File: src/rtl/alu_result_bcd_display_if.sv
// Bus between the ALU result register and the BCD display stage.
// The master supplies the result and the start request; the slave returns status, digits and display pins.
interface alu_result_bcd_display_if;
  logic [7:0] result_in;
  logic       start;
  logic       busy;
  logic       done;
  logic [3:0] hundreds;
  logic [3:0] tens;
  logic [3:0] ones;
  logic [2:0] digit_sel;
  logic [6:0] seg;

  modport master (
    output result_in, start,
    input  busy, done, hundreds, tens, ones, digit_sel, seg
  );

  modport slave (
    input  result_in, start,
    output busy, done, hundreds, tens, ones, digit_sel, seg
  );
endinterface

File: src/rtl/alu_result_bcd_display.sv
// Converts the 8-bit ALU result to BCD with a sequential double-dabble (one shift per clock)
// and drives a time-multiplexed 3-digit 7-segment display with optional leading-zero blanking.
module alu_result_bcd_display #(
  parameter int SCAN_DIV = 10,
  parameter bit BLANK_LZ = 1'b1
) (
  input logic                      clk,
  input logic                      rst_n,
  alu_result_bcd_display_if.slave  bus
);

  typedef enum logic [1:0] {IDLE, SHIFT, LATCH} state_t;

  state_t              state;
  logic [7:0]          bin_sr;
  logic [11:0]         bcd;
  logic [11:0]         bcd_adj;
  logic [2:0]          shift_cnt;
  logic                busy_q;
  logic                done_q;
  logic [3:0]          hundreds_q;
  logic [3:0]          tens_q;
  logic [3:0]          ones_q;
  logic [SCAN_DIV-1:0] prescale;
  logic [2:0]          sel_q;
  logic [3:0]          cur_digit;
  logic [6:0]          seg_c;

  function automatic logic [11:0] add3_nibbles(input logic [11:0] d);
    logic [11:0] r;
    r = d;
    for (int i = 0; i < 3; i++) begin
      if (d[i*4 +: 4] >= 4'd5) r[i*4 +: 4] = d[i*4 +: 4] + 4'd3;
    end
    return r;
  endfunction

  function automatic logic [6:0] decode7(input logic [3:0] d);
    case (d)
      4'd0:    return 7'h3F;
      4'd1:    return 7'h06;
      4'd2:    return 7'h5B;
      4'd3:    return 7'h4F;
      4'd4:    return 7'h66;
      4'd5:    return 7'h6D;
      4'd6:    return 7'h7D;
      4'd7:    return 7'h07;
      4'd8:    return 7'h7F;
      4'd9:    return 7'h6F;
      default: return 7'h00;
    endcase
  endfunction

  assign bcd_adj = add3_nibbles(bcd);

  // NOTE: sequential state uses non-blocking assignments so every register samples pre-edge values.
  always_ff @(posedge clk or negedge rst_n) begin
    if (!rst_n) begin
      state      <= IDLE;
      bin_sr     <= '0;
      bcd        <= '0;
      shift_cnt  <= '0;
      busy_q     <= 1'b0;
      done_q     <= 1'b0;
      hundreds_q <= '0;
      tens_q     <= '0;
      ones_q     <= '0;
    end else begin
      done_q <= 1'b0;
      case (state)
        IDLE: begin
          if (bus.start) begin
            bin_sr    <= bus.result_in;
            bcd       <= '0;
            shift_cnt <= '0;
            busy_q    <= 1'b1;
            state     <= SHIFT;
          end
        end
        SHIFT: begin
          {bcd, bin_sr} <= {bcd_adj[10:0], bin_sr, 1'b0};
          shift_cnt     <= shift_cnt + 3'd1;
          if (shift_cnt == 3'd7) state <= LATCH;
        end
        LATCH: begin
          // Digits change only here, so the display never shows a partial conversion.
          hundreds_q <= bcd[11:8];
          tens_q     <= bcd[7:4];
          ones_q     <= bcd[3:0];
          done_q     <= 1'b1;
          busy_q     <= 1'b0;
          state      <= IDLE;
        end
        default: state <= IDLE;
      endcase
    end
  end

  // Scan runs independently of the conversion FSM.
  always_ff @(posedge clk or negedge rst_n) begin
    if (!rst_n) begin
      prescale <= '0;
      sel_q    <= 3'b001;
    end else begin
      prescale <= prescale + 1'b1;
      if (&prescale) sel_q <= {sel_q[1:0], sel_q[2]};
    end
  end

  // NOTE: every variable written here gets a default first, so no latch is inferred.
  always_comb begin
    cur_digit = ones_q;
    seg_c     = 7'h00;
    case (sel_q)
      3'b010:  cur_digit = tens_q;
      3'b100:  cur_digit = hundreds_q;
      default: cur_digit = ones_q;
    endcase
    seg_c = decode7(cur_digit);
    if (BLANK_LZ && sel_q == 3'b100 && hundreds_q == 4'd0) seg_c = 7'h00;
    if (BLANK_LZ && sel_q == 3'b010 && hundreds_q == 4'd0 && tens_q == 4'd0) seg_c = 7'h00;
  end

  assign bus.busy      = busy_q;
  assign bus.done      = done_q;
  assign bus.hundreds  = hundreds_q;
  assign bus.tens      = tens_q;
  assign bus.ones      = ones_q;
  assign bus.digit_sel = sel_q;
  assign bus.seg       = seg_c;

endmodule

File: src/flat_wrapper.sv
// flat-port wrapper written by rule: the top's interface ports become plain ports
module alu_result_bcd_display_flat 
#(
  parameter int SCAN_DIV = 10,
  parameter bit BLANK_LZ = 1'b1
)
  (clk, rst_n, bus_result_in, bus_start, bus_busy, bus_done, bus_hundreds, bus_tens, bus_ones, bus_digit_sel, bus_seg);
  alu_result_bcd_display_if bus_i ();
  input logic clk;
  input logic rst_n;
  input wire logic [$bits(bus_i.result_in)-1:0] bus_result_in;
  input wire logic [$bits(bus_i.start)-1:0] bus_start;
  output wire logic [$bits(bus_i.busy)-1:0] bus_busy;
  output wire logic [$bits(bus_i.done)-1:0] bus_done;
  output wire logic [$bits(bus_i.hundreds)-1:0] bus_hundreds;
  output wire logic [$bits(bus_i.tens)-1:0] bus_tens;
  output wire logic [$bits(bus_i.ones)-1:0] bus_ones;
  output wire logic [$bits(bus_i.digit_sel)-1:0] bus_digit_sel;
  output wire logic [$bits(bus_i.seg)-1:0] bus_seg;
  assign bus_i.result_in = bus_result_in;
  assign bus_i.start = bus_start;
  assign bus_busy = bus_i.busy;
  assign bus_done = bus_i.done;
  assign bus_hundreds = bus_i.hundreds;
  assign bus_tens = bus_i.tens;
  assign bus_ones = bus_i.ones;
  assign bus_digit_sel = bus_i.digit_sel;
  assign bus_seg = bus_i.seg;
  alu_result_bcd_display #(.SCAN_DIV(SCAN_DIV), .BLANK_LZ(BLANK_LZ)) u_core (.clk(clk), .rst_n(rst_n), .bus(bus_i));
endmodule
File: config.mk
export PLATFORM = sky130hd
export DESIGN_NAME = alu_result_bcd_display_flat
export DESIGN_NICKNAME = d
export VERILOG_FILES = /design/src/rtl/alu_result_bcd_display_if.sv /design/src/rtl/alu_result_bcd_display.sv /design/src/flat_wrapper.sv
export SDC_FILE = /design/constraint.sdc
export NUM_CORES = 1
export LEC_CHECK = 0
export ABC_AREA = 1
export BUFFER_PORTS_ARGS = -buffer_cell sky130_fd_sc_hd__buf_2
export CAP_MARGIN = 0
export CORE_MARGIN = 8
export CORE_UTILIZATION = 57
export DETAILED_ROUTE_END_ITERATION = 10
export PLACE_DENSITY = 0.79
export SYNTH_ARGS = -nofsm -noshare
export SYNTH_HDL_FRONTEND = slang
export SYNTH_SLANG_ARGS = --single-unit
File: constraint.sdc
create_clock -name clk -period 2.7 [get_ports clk]
set_clock_uncertainty 0.1 [all_clocks]
set_input_delay 0.675 -clock clk [delete_from_list [all_inputs] [get_ports clk]]
set_output_delay 0.675 -clock clk [all_outputs]
set_load 0.02 [all_outputs]
Word level (Yosys, flattened, before mapping)
Memory sizes are Yosys's and may differ from the RTL's.
Index checks and enable logic that the tools add are counted.
{"block": "totals", "reg_bits": 52, "mem_bits_ro": 112, "out_inout_bits": 24, "elab_cells": 57, "memories": 1}
{"block": "classes", "add_sub_neg": 5, "n_lt_le_gt_ge": 3, "n_eq_ne": 7, "muxes": 18, "reduce_logical": 12}
{"name": "(name not given)", "words": 16, "width": 7, "read_ports": 1, "rd_ports_with_merged_regs": 0, "write_ports": 0, "line_no": "alu_result_bcd_display.sv:39", "text": "case (d)"}
{"operator": "12-bit one-hot mux with 2 select lines", "count": 1}
{"operator": "8-bit one-hot mux with 2 select lines", "count": 1}
{"operator": "7-bit 2-to-1 mux", "count": 2}
{"operator": "4-bit by 3-bit greater-or-equal comparator with 1-bit output, second input constant", "count": 3}
{"operator": "12-bit 2-to-1 mux", "count": 1}
{"operator": "10-bit by 1-bit adder with 10-bit output, second input constant", "count": 1}
{"operator": "10-bit AND reduction", "count": 1}
{"operator": "4-bit by 2-bit adder with 4-bit output, second input constant", "count": 2}
{"operator": "4-bit zero test", "count": 2}
{"operator": "4-bit 2-to-1 mux", "count": 2}
{"operator": "8-bit 2-to-1 mux", "count": 1}
{"operator": "4-bit one-hot mux with 2 select lines", "count": 1}
{"operator": "3-bit == test, second input constant", "count": 2}
{"operator": "3-bit 2-to-1 mux", "count": 2}
{"operator": "3-bit one-hot mux with 2 select lines", "count": 1}
{"operator": "2-bit AND reduction", "count": 3}
{"operator": "2-bit 2-to-1 mux", "count": 2}
{"operator": "2-bit one-hot mux with 2 select lines", "count": 1}
{"operator": "2-bit nonzero test", "count": 2}
{"operator": "3-bit by 1-bit adder with 3-bit output, second input constant", "count": 1}
{"operator": "3-bit by 2-bit adder with 3-bit output, second input constant", "count": 1}
{"operator": "3-bit by 2-bit == test with 1-bit output, second input constant", "count": 1}
{"operator": "1-bit logical AND", "count": 3}
{"operator": "2-bit by 1-bit == test with 1-bit output, second input constant", "count": 1}
{"operator": "6 further kinds", "count": 7}

Depth between registers and ports, before layout
An unclocked memory read counts as a cell.
{"block": "depth", "ltp_word": 5, "mapped_depth": 11}

Least setup slack after synthesis
OpenSTA, ideal clock, no wires.
{"block": "synth_path", "kind": "register to output", "from": "reg u_core.sel_q[1], in the netlist u_core.bus.digit_sel[1]", "to": "out bus_seg[3]", "arrival_time_ns": 1.937, "required_ns": 1.925, "path_slack_ns": -0.012, "stages_incl_launch_ff": 11, "cell_sequence": "dfrtp_1 > nor2_2 > nand2_2 > inv_1 > nand2_1 > nand3_1 > inv_1 > ha_1 > nor2_2 > nor2_1 > nor2_1"}
{"block": "synth_via", "elab_chain_len": 5, "elab_cells_between_ends": 9}
{"item": "start, declared", "line_no": "alu_result_bcd_display.sv:25", "text": "logic [2:0] sel_q;"}
{"item": "start signal, assigned", "line_no": "alu_result_bcd_display.sv:106", "text": "if (&prescale) sel_q <= {sel_q[1:0], sel_q[2]};"}
{"item": "3-bit == test / 3-bit by 2-bit == test with 1-bit output (equally long branches)", "line_no": "alu_result_bcd_display.sv:114, alu_result_bcd_display.sv:120, alu_result_bcd_display.sv:121"}
{"item": "4-bit one-hot mux with 2 select lines", "line_no": "alu_result_bcd_display.sv:114", "text": "case (sel_q)"}
{"item": "memory read 16 x 7 bit"}
{"item": "7-bit 2-to-1 mux", "line_no": "alu_result_bcd_display.sv:120", "text": "if (BLANK_LZ && sel_q == 3'b100 && hundreds_q == 4'd0) seg_c = 7'h00;"}
{"item": "7-bit 2-to-1 mux (*)", "line_no": "alu_result_bcd_display.sv:121", "text": "if (BLANK_LZ && sel_q == 3'b010 && hundreds_q == 4'd0 && tens_q == 4'd0) seg_c = 7'h00;"}
{"item": "end, declared", "line_no": "flat_wrapper.sv:19", "text": "output wire logic [$bits(bus_i.seg)-1:0] bus_seg;"}
Every way passes the cells marked *; elsewhere a longest branch is shown, timed or not.

Worst setup path after layout
{"block": "layout_path", "from": "reg u_core.sel_q[0], in the netlist u_core.bus.digit_sel[0]", "to": "out bus_seg[0]"}
The elaborated chain is that of the path after synthesis.

==> summary.md <==
| Metric | Value |
|---|---|
| Pwr dens | `about 1100 mW/mm^2` |
| Die Height | `about 85 um` |
| Via density | `around 5.4` |
| Worst path top cell family by delay | `flip-flops` |
| Pwr Total | `between 3000 and 4000 uW` |
| RSZ-0062 raised after global routing | `true` |
| Diode count | `0` |
| I/O pins | `35` |
| Post-cts hold buffer count | `0` |
| Starting Density | `0.579` |
| CP required | `approximately 1.9 ns` |
| Max VDD drop | `roughly 0.58 mV` |
| Overflow after GRT | `0` |
| Worst skew pair latency | `~0.30 ns` |
| Synthesis-to-finish area growth | `22.8%` |
| Synthesized instance count | `307` |
| Worst slew margin | `0.626` |
| Final Net Count | `approximately 390` |
| Crit-path slowest cell | `dfstp_2` |
| Outcome | `complete, but fails checks` |
| Failing checks | `setup timing` |
| CTS Buffer Depth | `2` |
| Met3 GRT Util | `0.0420` |
| Endpoints failing setup | `7` |
| Layout cells sized above 1 | `0.293` |
| Setup Crit Path Kind | `register to output pin` |
| Largest net degree at the start of global routing | `26` |
| Most common cell after layout, fill and taps aside | `nand2_1` |
| Min Hold Slack | `between 0.2 and 0.25 ns` |
| GRT busiest layer | `met2` |
| # H-tree levels | `2` |
| Clk sink count | `52` |
| Final worst-path cycle share | `1.05` |
| Max Fclk | `between 300 and 400 MHz` |
| DR vias | `roughly 2,300` |
| Largest stage delay, worst path | `roughly 0.6 ns` |
| Die extent in x | `84.6 um` |
| Initial antenna violation count | `0` |
| Post-synthesis sequential area ratio | `0.486` |
| Average wire per cell in the routed design | `between 10 and 15 um` |
| Clock tree from TritonCTS | `yes` |
| FP Rows | `25` |
| Startpoint Class | `register` |
| GRT met1 Usage | `0.201` |
| Post-Syn Nets | `332` |
| Syn Std Cell Area | `between 0.002 and 0.003 mm^2` |
| Max cap viols | `0` |
| Total Routing Usage GR | `0.172` |
| Filler cell count | `~360` |
| Netlist cell types | `30` |
| Worst Path Arrival | `2.07 ns` |
| Antenna viol nets, final | `0` |
| M2 GR Usage | `0.300` |
| Global-route wire length before repair | `approximately 10,000 um` |
| Root Buffer | `clkbuf_8` |
| Placer Congestion | `between 0.8 and 0.9` |
| Port Buffer Count | `34` |
| Multi-input gate area | `~0.0013 mm^2` |
| Setup WS pre-CTS | `~0.1 ns` |
| Leakage | `~0.0017 uW` |
| Critical-path cell list | `inv_2 > nand3_4 > inv_4 > nand2_4 > nand3_4 > buf_6 > ha_4 > inv_2 > nand3_2 > nand2_2 > nor2_1 > nor2_1 > buf_4` |
| CP Capture Type | `output pin` |
| Post-DP HPWL | `a little over 4000 um` |
| DR iter-0 viols | `roughly 130` |
| Tightest Pin Transition | `about 0.56 ns` |
| Hold Crit Class | `primary input to async pin` |
| Most frequent cells in the layout | `52 x nand2_1, 49 x dfrtp_1, 40 x o21ai_0` |
| Period minus WS final | `2.84 ns` |
| Reg clk slew, reported paths | `approximately 0.1 ns` |
| Final WS setup | `-0.144 ns` |
| Core area | `approximately 0.0046 mm^2` |
| Final hold violation count | `0` |
| Sequential Area | `approximately 0.0013 mm^2` |
| YS warnings | `0` |
| Avg Inst Size Synth | `8.73 um^2` |
| DRC Markers | `0` |
| Crit Path Max Fanout | `6` |
| Worst path bufs/invs | `5` |
| Slew Limit Fails | `0` |
| CTS buffer count | `5` |
| Final WL | `roughly 6000 um` |
| Flops & latches, synth | `52` |
| Vias in the first global route | `roughly 2,300` |
| Pre-antenna DRT Iters | `4` |
| Die Area | `0.00715 mm^2` |
-- sequential cells by signal, indices dropped and copies added, names as in the netlist, 3 cells and up --
signal                flops
u_core.shift_cnt          3
u_core.bus.digit_sel      3
u_core.bus.ones           4
u_core.bus.hundreds       4
u_core.prescale          10
u_core.bus.tens           4
u_core.bcd               12
u_core.bin_sr             8
-- synth_stat cells --
cell type  count  area, um^2
nand3_1       22         110
a21oi_1       16        80.1
clkbuf_1       3        11.3
nor2_4         3        33.8
dfrtp_1       51        1280
nor2_8         1        20.0
inv_2          3        11.3
nor3_1         1        5.00
a22oi_1        1        7.51
or2_2          3        18.8
buf_2          1        5.00
o21ai_1        1        5.00
nand2_2        3        18.8
nand2_4        3        33.8
nor4_1         1        6.26
o21ai_0       40         200
xnor2_1        1        8.76
nand2_1       56         210
ha_1          14         175
nor3_2         1        10.0
nand4_1        2        12.5
buf_6          1        11.3
inv_1         32         120
nor2_1        25        93.8
a22o_1         2        17.5
o22ai_1        3        18.8
dfstp_2        1        26.3
xor2_1         9        78.8
nor2_2         4        25.0
nand3_2        3        30.0
-- power breakdown --
group	switching [uW]	leakage, uW	internal (uW)	total (uW)
registers	219	0.000653	1040	1260
logic	1170	0.000994	749	1920
clock network	245	0.0000614	303	548
-- logic make-up (layout without fill, tap and decap cells) --
logic type	Yosys count	in the layout	synth area share
buffers and inverters	40	95	0.0593
AND/OR/NAND/NOR	128	128	0.234
adder cells (fa/ha/maj)	14	14	0.0653
AO/OA/AOI/OAI	63	63	0.123
XOR/XNOR	10	10	0.0327
flip-flops	52	52	0.486
-- per-layer routing --
layer,vias to the layer above,routed length (um)
li1,1113,-
met2,62,3040
met4,0,153
met3,16,255
met5,-,0
met1,1066,2560
-- repair_timing --
item / CTS / global route
pin swaps: 11 / 7
resized for setup: 27 / 12
setup buffers: 10 / 3
setup endpoints to repair: 7 / 7
-- area by class of cell --
cell class              count  share of cell area
repair buffers             52               0.101
inverters                  35              0.0414
clock buffers               6              0.0251
multi-input cells         215               0.403
flip-flops and latches     52               0.396
well taps                  54              0.0205
clock inverters             2              0.0118
-- worst paths after layout --
| path | from | end | slack, ns | cells past startpoint |
|---|---|---|---|---|
| setup / recovery | u_core.bus.digit_sel[0] | bus_seg[0] | -0.14 | 13 |
| hold / removal | rst_n | u_core.bin_sr[0] | 0.25 | 1 |
| setup reg to reg | u_core.bcd[0] | u_core.bcd[1] | 0.89 | 7 |
| hold reg to reg | u_core.prescale[0] | u_core.prescale[0] | 0.38 | 1 |
| max in group asynchronous | rst_n | u_core.bcd[1] | 1.61 | 2 |
| min in group clk | u_core.prescale[0] | u_core.prescale[0] | 0.38 | 1 |
-- per-stage QoR --
stage	utilization	area (um^2)	cells	setup TNS (ns)
after global routing	0.711	3290	416	-1.55
after CTS	0.693	3210	413	-0.285
after global placement	0.633	2930	395	0
after floorplan	-	2680	307	0
final	0.711	3290	416	-0.737
after detailed placement	0.633	2930	395	0
No activity file was read; power rests on OpenSTA's default activity.
